--- src/rtl/led_alert_pkg.sv ---
// Shared types and widths for the LED alert sequencer.
package led_alert_pkg;

  typedef enum logic [1:0] {
    IDLE = 2'd0,
    ON   = 2'd1,
    OFF  = 2'd2,
    GAP  = 2'd3
  } state_t;

  localparam int CFG_MS_W  = 16;
  localparam int CFG_CNT_W = 4;

  // A zero duration still lasts one tick, so no phase is ever skipped.
  function automatic logic [CFG_MS_W-1:0] ms_at_least_one(input logic [CFG_MS_W-1:0] ms);
    return (ms == '0) ? CFG_MS_W'(1) : ms;
  endfunction

  function automatic logic [CFG_CNT_W-1:0] cnt_at_least_one(input logic [CFG_CNT_W-1:0] cnt);
    return (cnt == '0) ? CFG_CNT_W'(1) : cnt;
  endfunction

endpackage

--- src/rtl/ms_tick_gen.sv ---
// Millisecond tick divider: counts 0..TICK_DIV-1, emits a one-cycle tick on the last count.
module ms_tick_gen #(
  parameter int TICK_DIV = 50000
) (
  input  logic clk,
  input  logic rst,
  input  logic clr,
  output logic tick
);

  localparam int DIV_W = (TICK_DIV > 1) ? $clog2(TICK_DIV) : 1;

  logic [DIV_W-1:0] div_reg;

  assign tick = (div_reg == DIV_W'(TICK_DIV - 1));

  always_ff @(posedge clk or posedge rst) begin
    if (rst) begin
      div_reg <= '0;
    end else if (clr || tick) begin
      div_reg <= '0;
    end else begin
      div_reg <= div_reg + 1'b1;
    end
  end

endmodule

--- src/rtl/led_alert_sequencer.sv ---
// Fixed-priority, non-preemptive arbiter driving one status LED with per-requester flash bursts.
// Optional idle heartbeat is built only when LED_ALERT_HEARTBEAT_EN is defined.
module led_alert_sequencer
  import led_alert_pkg::*;
#(
  parameter int NREQ     = 3,
  parameter int TICK_DIV = 50000,
  parameter int GAP_MS   = 500,
  parameter int HB_MS    = 1000
) (
  input  logic                      clk,
  input  logic                      rst,
  input  logic [NREQ-1:0]           req,
  input  logic [CFG_MS_W*NREQ-1:0]  cfg_on_ms,
  input  logic [CFG_MS_W*NREQ-1:0]  cfg_off_ms,
  input  logic [CFG_CNT_W*NREQ-1:0] cfg_cnt,
  output logic [NREQ-1:0]           grant,
  output logic [NREQ-1:0]           done,
  output logic                      busy,
  output logic                      led
);

  localparam int IDX_W = (NREQ > 1) ? $clog2(NREQ) : 1;
  localparam logic [CFG_MS_W-1:0] GAP_LEN = CFG_MS_W'(GAP_MS);

  if (GAP_MS < 1 || GAP_MS > 65535 || HB_MS < 1 || HB_MS > 65535 || TICK_DIV < 1) begin : g_param_check
    $error("led_alert_sequencer: GAP_MS/HB_MS must be 1..65535 and TICK_DIV >= 1");
  end

  state_t                state_reg, state_next;
  logic [NREQ-1:0]       grant_reg;
  logic [CFG_MS_W-1:0]   on_len_reg, off_len_reg;
  logic [CFG_CNT_W-1:0]  flash_reg;
  logic [CFG_MS_W-1:0]   phase_reg;
  logic [CFG_MS_W-1:0]   phase_len;
  logic                  phase_end;
  logic                  tick;
  logic                  clr;
  logic                  hb_led;

  logic [CFG_MS_W-1:0]   on_ms_arr  [NREQ];
  logic [CFG_MS_W-1:0]   off_ms_arr [NREQ];
  logic [CFG_CNT_W-1:0]  cnt_arr    [NREQ];
  logic [IDX_W-1:0]      pick_idx;
  logic [NREQ-1:0]       pick_onehot;

  for (genvar gi = 0; gi < NREQ; gi++) begin : g_unpack
    assign on_ms_arr[gi]  = cfg_on_ms[CFG_MS_W*gi +: CFG_MS_W];
    assign off_ms_arr[gi] = cfg_off_ms[CFG_MS_W*gi +: CFG_MS_W];
    assign cnt_arr[gi]    = cfg_cnt[CFG_CNT_W*gi +: CFG_CNT_W];
  end

  // Lowest requesting index wins.
  always_comb begin
    pick_idx    = '0;
    pick_onehot = '0;
    for (int i = NREQ - 1; i >= 0; i--) begin
      if (req[i]) begin
        pick_idx = IDX_W'(i);
      end
    end
    if (|req) begin
      pick_onehot[pick_idx] = 1'b1;
    end
  end

  ms_tick_gen #(
    .TICK_DIV(TICK_DIV)
  ) u_tick (
    .clk  (clk),
    .rst  (rst),
    .clr  (clr),
    .tick (tick)
  );

  always_comb begin
    case (state_reg)
      ON:      phase_len = on_len_reg;
      OFF:     phase_len = off_len_reg;
      default: phase_len = GAP_LEN;
    endcase
  end

  assign phase_end = tick && (phase_reg == phase_len - 1'b1);
  assign clr       = (state_next != state_reg);

  always_ff @(posedge clk or posedge rst) begin
    if (rst) begin
      state_reg <= IDLE;
    end else begin
      state_reg <= state_next;
    end
  end

  always_comb begin
    state_next = state_reg;
    case (state_reg)
      IDLE: if (|req)     state_next = ON;
      ON:   if (phase_end) state_next = OFF;
      OFF:  if (phase_end) state_next = (flash_reg <= CFG_CNT_W'(1)) ? GAP : ON;
      GAP:  if (phase_end) state_next = IDLE;
      default:             state_next = IDLE;
    endcase
  end

  // Burst configuration is captured only at grant; later cfg changes wait for the next grant.
  always_ff @(posedge clk or posedge rst) begin
    if (rst) begin
      phase_reg   <= '0;
      flash_reg   <= '0;
      on_len_reg  <= '0;
      off_len_reg <= '0;
      grant_reg   <= '0;
    end else begin
      if (clr) begin
        phase_reg <= '0;
      end else if (tick && state_reg != IDLE) begin
        phase_reg <= phase_reg + 1'b1;
      end

      case (state_reg)
        IDLE: begin
          if (|req) begin
            grant_reg   <= pick_onehot;
            on_len_reg  <= ms_at_least_one(on_ms_arr[pick_idx]);
            off_len_reg <= ms_at_least_one(off_ms_arr[pick_idx]);
            flash_reg   <= cnt_at_least_one(cnt_arr[pick_idx]);
          end
        end
        OFF: begin
          if (phase_end && flash_reg != '0) begin
            flash_reg <= flash_reg - 1'b1;
          end
        end
        GAP: begin
          if (phase_end) begin
            grant_reg <= '0;
          end
        end
        default: ;
      endcase
    end
  end

`ifdef LED_ALERT_HEARTBEAT_EN
  localparam logic [CFG_MS_W-1:0] HB_LEN = CFG_MS_W'(HB_MS);

  logic [CFG_MS_W-1:0] hb_cnt_reg;
  logic                hb_led_reg;

  // Heartbeat restarts dark on every IDLE entry.
  always_ff @(posedge clk or posedge rst) begin
    if (rst) begin
      hb_cnt_reg <= '0;
      hb_led_reg <= 1'b0;
    end else if (state_reg != IDLE || clr) begin
      hb_cnt_reg <= '0;
      hb_led_reg <= 1'b0;
    end else if (tick) begin
      if (hb_cnt_reg == HB_LEN - 1'b1) begin
        hb_cnt_reg <= '0;
        hb_led_reg <= ~hb_led_reg;
      end else begin
        hb_cnt_reg <= hb_cnt_reg + 1'b1;
      end
    end
  end

  assign hb_led = hb_led_reg;
`else
  assign hb_led = 1'b0;
`endif

  always_comb begin
    busy  = (state_reg != IDLE);
    led   = (state_reg == ON) || ((state_reg == IDLE) && hb_led);
    grant = grant_reg;
    done  = '0;
    if (state_reg == GAP && phase_end) begin
      done = grant_reg;
    end
  end

endmodule
--- config.mk ---
export PLATFORM = sky130hd
export DESIGN_NAME = led_alert_sequencer
export DESIGN_NICKNAME = d
export VERILOG_FILES = /design/src/rtl/led_alert_pkg.sv /design/src/rtl/ms_tick_gen.sv /design/src/rtl/led_alert_sequencer.sv
export SDC_FILE = /design/constraint.sdc
export NUM_CORES = 1
export LEC_CHECK = 0
export CORE_MARGIN = 10
export CORE_UTILIZATION = 40
export DETAILED_ROUTE_END_ITERATION = 10
export PLACE_DENSITY = 0.7
export SLEW_MARGIN = 20
export SYNTH_ARGS = -nofsm -noshare
export SYNTH_HDL_FRONTEND = slang
export SYNTH_SLANG_ARGS = --single-unit
--- constraint.sdc ---
create_clock -name clk -period 5.4 [get_ports clk]
set_input_delay 1.62 -clock clk [delete_from_list [all_inputs] [get_ports clk]]
set_output_delay 1.62 -clock clk [all_outputs]
set_load 0.02 [all_outputs]
After elaboration in Yosys (flattened, before gate mapping)
Index checks and enable logic that the tools add are counted.
{"block": "totals", "out_inout_bits": 8, "inputBits": 113, "word_cells": 78, "reg_bits": 73}
{"block": "op_classes", "order_cmp": 4, "eq_ne": 9, "reduce_logical": 19, "n_bitwise": 1, "n_mux": 34, "addsub": 4}
{"cell": "16-bit 2-to-1 mux", "n": 9}
{"cell": "16-bit binary-select mux with 2-bit select", "n": 2}
{"cell": "16-bit by 1-bit adder with 16-bit output (second input constant)", "n": 2}
{"cell": "16-bit zero test", "n": 2}
{"cell": "16-bit one-hot mux with 2 select lines", "n": 1}
{"cell": "4-bit 2-to-1 mux", "n": 5}
{"cell": "16-bit == test", "n": 1}
{"cell": "16-bit == test (second input constant)", "n": 1}
{"cell": "2-bit 2-to-1 mux", "n": 8}
{"cell": "16-bit by 1-bit subtractor with 16-bit output (second input constant)", "n": 1}
{"cell": "3-bit 2-to-1 mux", "n": 3}
{"cell": "4-bit binary-select mux with 2-bit select", "n": 1}
{"cell": "2-bit one-hot mux with 4 select lines", "n": 1}
{"cell": "4-bit one-hot mux with 2 select lines", "n": 1}
{"cell": "2-bit nonzero test", "n": 4}
{"cell": "2-bit inequality test (second input constant)", "n": 3}
{"cell": "3-bit one-hot mux with 2 select lines", "n": 1}
{"cell": "3-bit AND reduction", "n": 2}
{"cell": "1-bit logical AND", "n": 5}
{"cell": "2-bit == test (second input constant)", "n": 2}
{"cell": "4-bit by 1-bit less-or-equal comparator with 1-bit output (second input constant)", "n": 1}
{"cell": "4-bit zero test", "n": 1}
{"cell": "4-bit nonzero test", "n": 1}
{"cell": "4-bit by 1-bit subtractor with 4-bit output (second input constant)", "n": 1}
{"cell": "other kinds (12)", "n": 12}

Depth between registers and ports, before layout
{"block": "logic_depth", "ltp_word": 11, "ltp_mapped": 17, "depth_no_buf": 13}

Modules after synthesis
From an unflattened synthesis, not the netlist that was laid out.
{"block": "hier_totals", "hier_cells": 605, "hier_area_um2": 5167.5}
{"mod": "led_alert_sequencer", "area_per_inst_um2": 4305.4, "instances": 1, "cells_per_inst": 522, "seq_area_each_um2": 1426.4}
{"mod": "ms_tick_gen", "area_per_inst_um2": 862.1, "instances": 1, "cells_per_inst": 83, "seq_area_each_um2": 400.4}

Worst setup path before layout
OpenSTA, ideal clock, no wires.
{"block": "synth_path", "path_kind": "reg-to-output", "from": "register state_reg[1]", "to": "output port done[0]", "t_required_ns": 3.780, "setup_slack_ns": 0.203, "arrival_time_ns": 3.577, "path_buffers": 3, "stages_incl_launch_ff": 15, "path_cell_list": "dfrtp_1 > inv_1 > ha_1 > clkbuf_1 > clkbuf_1 > a22o_1 > nand2_1 > ha_1 > xnor2_1 > or4_1 > nor3_2 > o2111ai_1 > nor3_4 > buf_6 > and3_1"}
{"block": "synth_between", "elab_chain_len": 7, "elab_cells_between_ends": 9, "cone_classes": "add/sub (1); eq/ne (4); mux (2); reduce/logical (2)"}
{"item": "from (decl)", "line": "led_alert_sequencer.sv:30", "rtl": "state_t state_reg, state_next;"}
{"item": "from (signal assigned)", "line": "led_alert_sequencer.sv:91", "rtl": "state_reg <= state_next;"}
{"item": "2-bit by 1-bit == test with 1-bit output"}
{"item": "named net led", "line": "led_alert_sequencer.sv:20", "rtl": "output logic led"}
{"item": "16-bit one-hot mux with 2 select lines", "line": "led_alert_sequencer.sv:77", "rtl": "case (state_reg)"}
{"item": "16-bit by 1-bit subtractor with 16-bit output", "line": "led_alert_sequencer.sv:84", "rtl": "assign phase_end = tick && (phase_reg == phase_len - 1'b1);"}
{"item": "16-bit == test", "line": "led_alert_sequencer.sv:84"}
{"item": "1-bit logical AND", "line": "led_alert_sequencer.sv:84"}
{"item": "1-bit logical AND", "line": "led_alert_sequencer.sv:179", "rtl": "if (state_reg == GAP && phase_end) begin"}
{"item": "3-bit 2-to-1 mux", "line": "led_alert_sequencer.sv:179"}
{"item": "to (decl)", "line": "led_alert_sequencer.sv:18", "rtl": "output logic [NREQ-1:0] done,"}
The timed path passes the listed nets, and every way through them passes these cells.

Worst setup path in the final report
{"block": "layout_path", "from": "register state_reg[0]", "to": "output port done[2]"}
{"block": "layout_between", "elab_chain_len": 7, "elab_cells_between_ends": 9, "cone_classes": "add/sub (1); eq/ne (4); mux (2); reduce/logical (2)"}
{"item": "2-bit == test or 2-bit by 1-bit == test with 1-bit output (tied branches)", "line": "led_alert_sequencer.sv:77"}
{"item": "16-bit one-hot mux with 2 select lines", "line": "led_alert_sequencer.sv:77"}
{"item": "16-bit by 1-bit subtractor with 16-bit output", "line": "led_alert_sequencer.sv:84"}
{"item": "16-bit == test", "line": "led_alert_sequencer.sv:84"}
{"item": "1-bit logical AND", "line": "led_alert_sequencer.sv:84"}
{"item": "1-bit logical AND *", "line": "led_alert_sequencer.sv:179"}
{"item": "3-bit 2-to-1 mux *", "line": "led_alert_sequencer.sv:179"}
Mark *: on every way between the ends. The rest lies on a longest branch, timed or not.

==> metrics <==
Final GP Congestion=0.854; reg-to-reg endpoint=phase_reg[0]; setup violators final=0; DIE HEIGHT=134 um; TritonCTS clock tree=built; largest net degree at the start of global routing=73; Synth Area in Compound Gates=0.163; Overflow after GRT=0; Final HPWL DP=12200 um; Final Hold Viols=0; synthesis-stage register bit count=73; design area=6910 um^2; top post-synthesis cells by area=dfrtp_1 (35%), mux2i_1 (7.3%), nand2_1 (5.2%); Synth Flop Type=dfrtp_1; startpoint types=flop; P&R area growth vs syn=33.5%; DIE AREA=17900 um^2; share of the synthesized area in the top cell type=0.353; layout cells sized above 1=0.0737; Hold Crit Start=u_tick.div_reg[0]; detailed-route via count=4841; syn_area_per_cell=8.44 um^2; DR iter-0 viols=339; Fin Clk Skew=8.49 ps; Crit path top cell by count=nand2_1; global-route wire length before repair=25300 um; Util after Layout=0.545; crit path max fanout=8; CP required=3780 ps; WHS Path Cells=1; Post-Syn Area=5180 um^2; Async SR Flop Fraction=1.00; unrepaired setup endpoints after global routing=false; fmax=195 MHz; Static Leak=2.98 nW; starting density of the core=0.409; CTS clk-pin slew, worst paths=60 ps; gr usage total=0.170; Yosys warning count=0; num rows=41; R2R Path Start=state_reg[0]; cts bufs inserted=9; WL per Instance=16.7 um; core area=12700 um^2; Slowest cell on crit path=dfrtp_2; hold buffers post-CTS=0; flop2flop setup slack=1830 ps; crit path cell chain=inv_1 > ha_2 > nand2_1 > ha_1 > nand2_1 > nor4_4 > buf_4 > o21ai_0 > a32o_1 > o211ai_1 > nor3_4 > and3_1 > dlygate4sd2_1; Post-synth EDFFs=0; status=complete, no violations; initial antenna violation count=0; Setup crit end kind=primary output; root buffer cell=clkbuf_16; Synth Area in XOR/XNOR=0.0923; Hold WC Path Type=flop to flop; Vias/cell=5.35; max cap viols=0; IO buf count=120; final period demand of the worst path=5140 ps; post-synthesis mux area share=0.0757; detailed-route DRC error count=0; Adder-Cell Fraction of Synth Area=0.0266; nets@finish=852; Power per Cell Area=394 nW/um^2; Setup CP Type=flop to primary output; cell count after synthesis=613; Synth area leader=dfrtp_1; simple-gate share of the synthesized area=0.254; family with the most delay on the worst path=buffers and inverters; period utilization=0.951; Synth cell types=64; Initial DRT Pass Iterations=5; Non-Filler Instances=905; final WL=15100 um; commonest non-fill, non-tap cell in the layout=clkdlybuf4s50_1; Worst slew margin=0.430; final max-slew violation count=0; Peak supply drop=0.197 mV; CTS HTree Levels=3; # IOs=121; Endpoint, Worst Hold=u_tick.div_reg[0]; ANT nets after route=0; Synthesized Nets=737; worst path arrival time=3520 ps; commonest cells after routing, fill and taps aside=clkdlybuf4s50_1 (117), nand2_1 (72), dfrtp_1 (72), nor2_1 (58), o21ai_0 (42); chip width=134 um; placed cell areas=6590 um^2; Seq/Total Area, Yosys=0.353; total power=0.00273 W; Fill cells=1184; Clk Latency, worst-skew pair=350 ps; Slew @ Worst Pin=853 ps; worst-case clock buffer depth=2; R2R depth=14; largest family of logic cells by synthesized area=simple AND/OR/NAND/NOR gates; Clock Sinks=73; placed cell count=888; Setup TNS=0 ps; CP peak stage delay=450 ps; CP Buf/Inv Count=3; number of diodes=0; vias in the first global route=4981
metrics by stage:
stage	hold slack [ps]	setup slack, ps
after floorplan	433	203
after CTS	469	158
after detailed placement	461	66.2
after global routing	497	1.10
after global placement	448	201
final	467	264
cells in the mapped netlist, types with 2 or more instances:
master    count
a21oi_1      39
and2_1        3
a32o_1        3
a22oi_1       5
nand3_1      22
or2_2         2
clkbuf_1     24
a22o_1       11
nor2b_1       3
xnor2_1      28
and3_1       30
a221o_1       3
or3_1         4
and4_1        4
o21ai_0      42
dfrtp_1      73
nor4b_1       2
o211ai_1      5
inv_1        12
nor4_2        2
nor3b_1       2
xor2_1       24
buf_2         2
nor3_1       25
nand2_1      72
o21a_1        2
a31oi_1       3
o31ai_1       4
buf_1         5
ha_1         11
a211oi_1      3
nor2_1       58
mux2i_1      38
nand4_1      14
nor4_1        4
area by class of cell:
type | count | area [um^2] | share of cell area
well taps | 172 | 215 | 0.0311
flip-flops and latches | 73 | 1830 | 0.264
inverters | 12 | 45.0 | 0.00652
clock inverters | 7 | 70.1 | 0.0101
repair buffers | 137 | 1330 | 0.192
multi-input cells | 495 | 3200 | 0.463
clock buffers | 9 | 225 | 0.0326
worst max-delay path by stage:
stage / startpoint / end / slack (ps) / depth (start not counted)
after floorplan: state_reg[1] / done[0] / 200 / 14
after global placement: state_reg[0] / done[1] / 200 / 13
after detailed placement: state_reg[0] / done[0] / 70 / 13
after CTS: state_reg[0] / done[2] / 160 / 12
after global routing: state_reg[0] / done[1] / 1 / 13
final: state_reg[0] / done[2] / 260 / 13
timing repair:
item / 4_1_cts / 5_1_grt
setup buffers: 1 / 0
pin swaps: 2 / 1
endpoints found under the setup margin: 3 / 3
gates resized for setup: 6 / 3
per-layer routing:
layer	share of wire	vias up	track usage
met5	0	-	0
met1	0.43	2225	0.199
met3	0.093	15	0.0658
met2	0.46	169	0.281
li1	-	2432	-
met4	0.015	0	0.0520
power by group:
part | internal (W) | total [W] | leakage, nW | switching (W)
registers | 0.000708 | 0.000856 | 0.950 | 0.000148
clock network | 0.000357 | 0.000603 | 0.146 | 0.000245
logic | 0.000542 | 0.00127 | 1.88 | 0.000725
kinds of logic (layout without fill, tap and decap cells):
group	count (synthesis)	in the layout
AO/OA/AOI/OAI	133	133
XOR/XNOR	53	53
adder cells (fa/ha/maj)	11	11
buffers and inverters	45	165
flip-flops	73	73
multiplexers	39	39
AND/OR/NAND/NOR	259	259
Power figures use the tool's default switching activity.
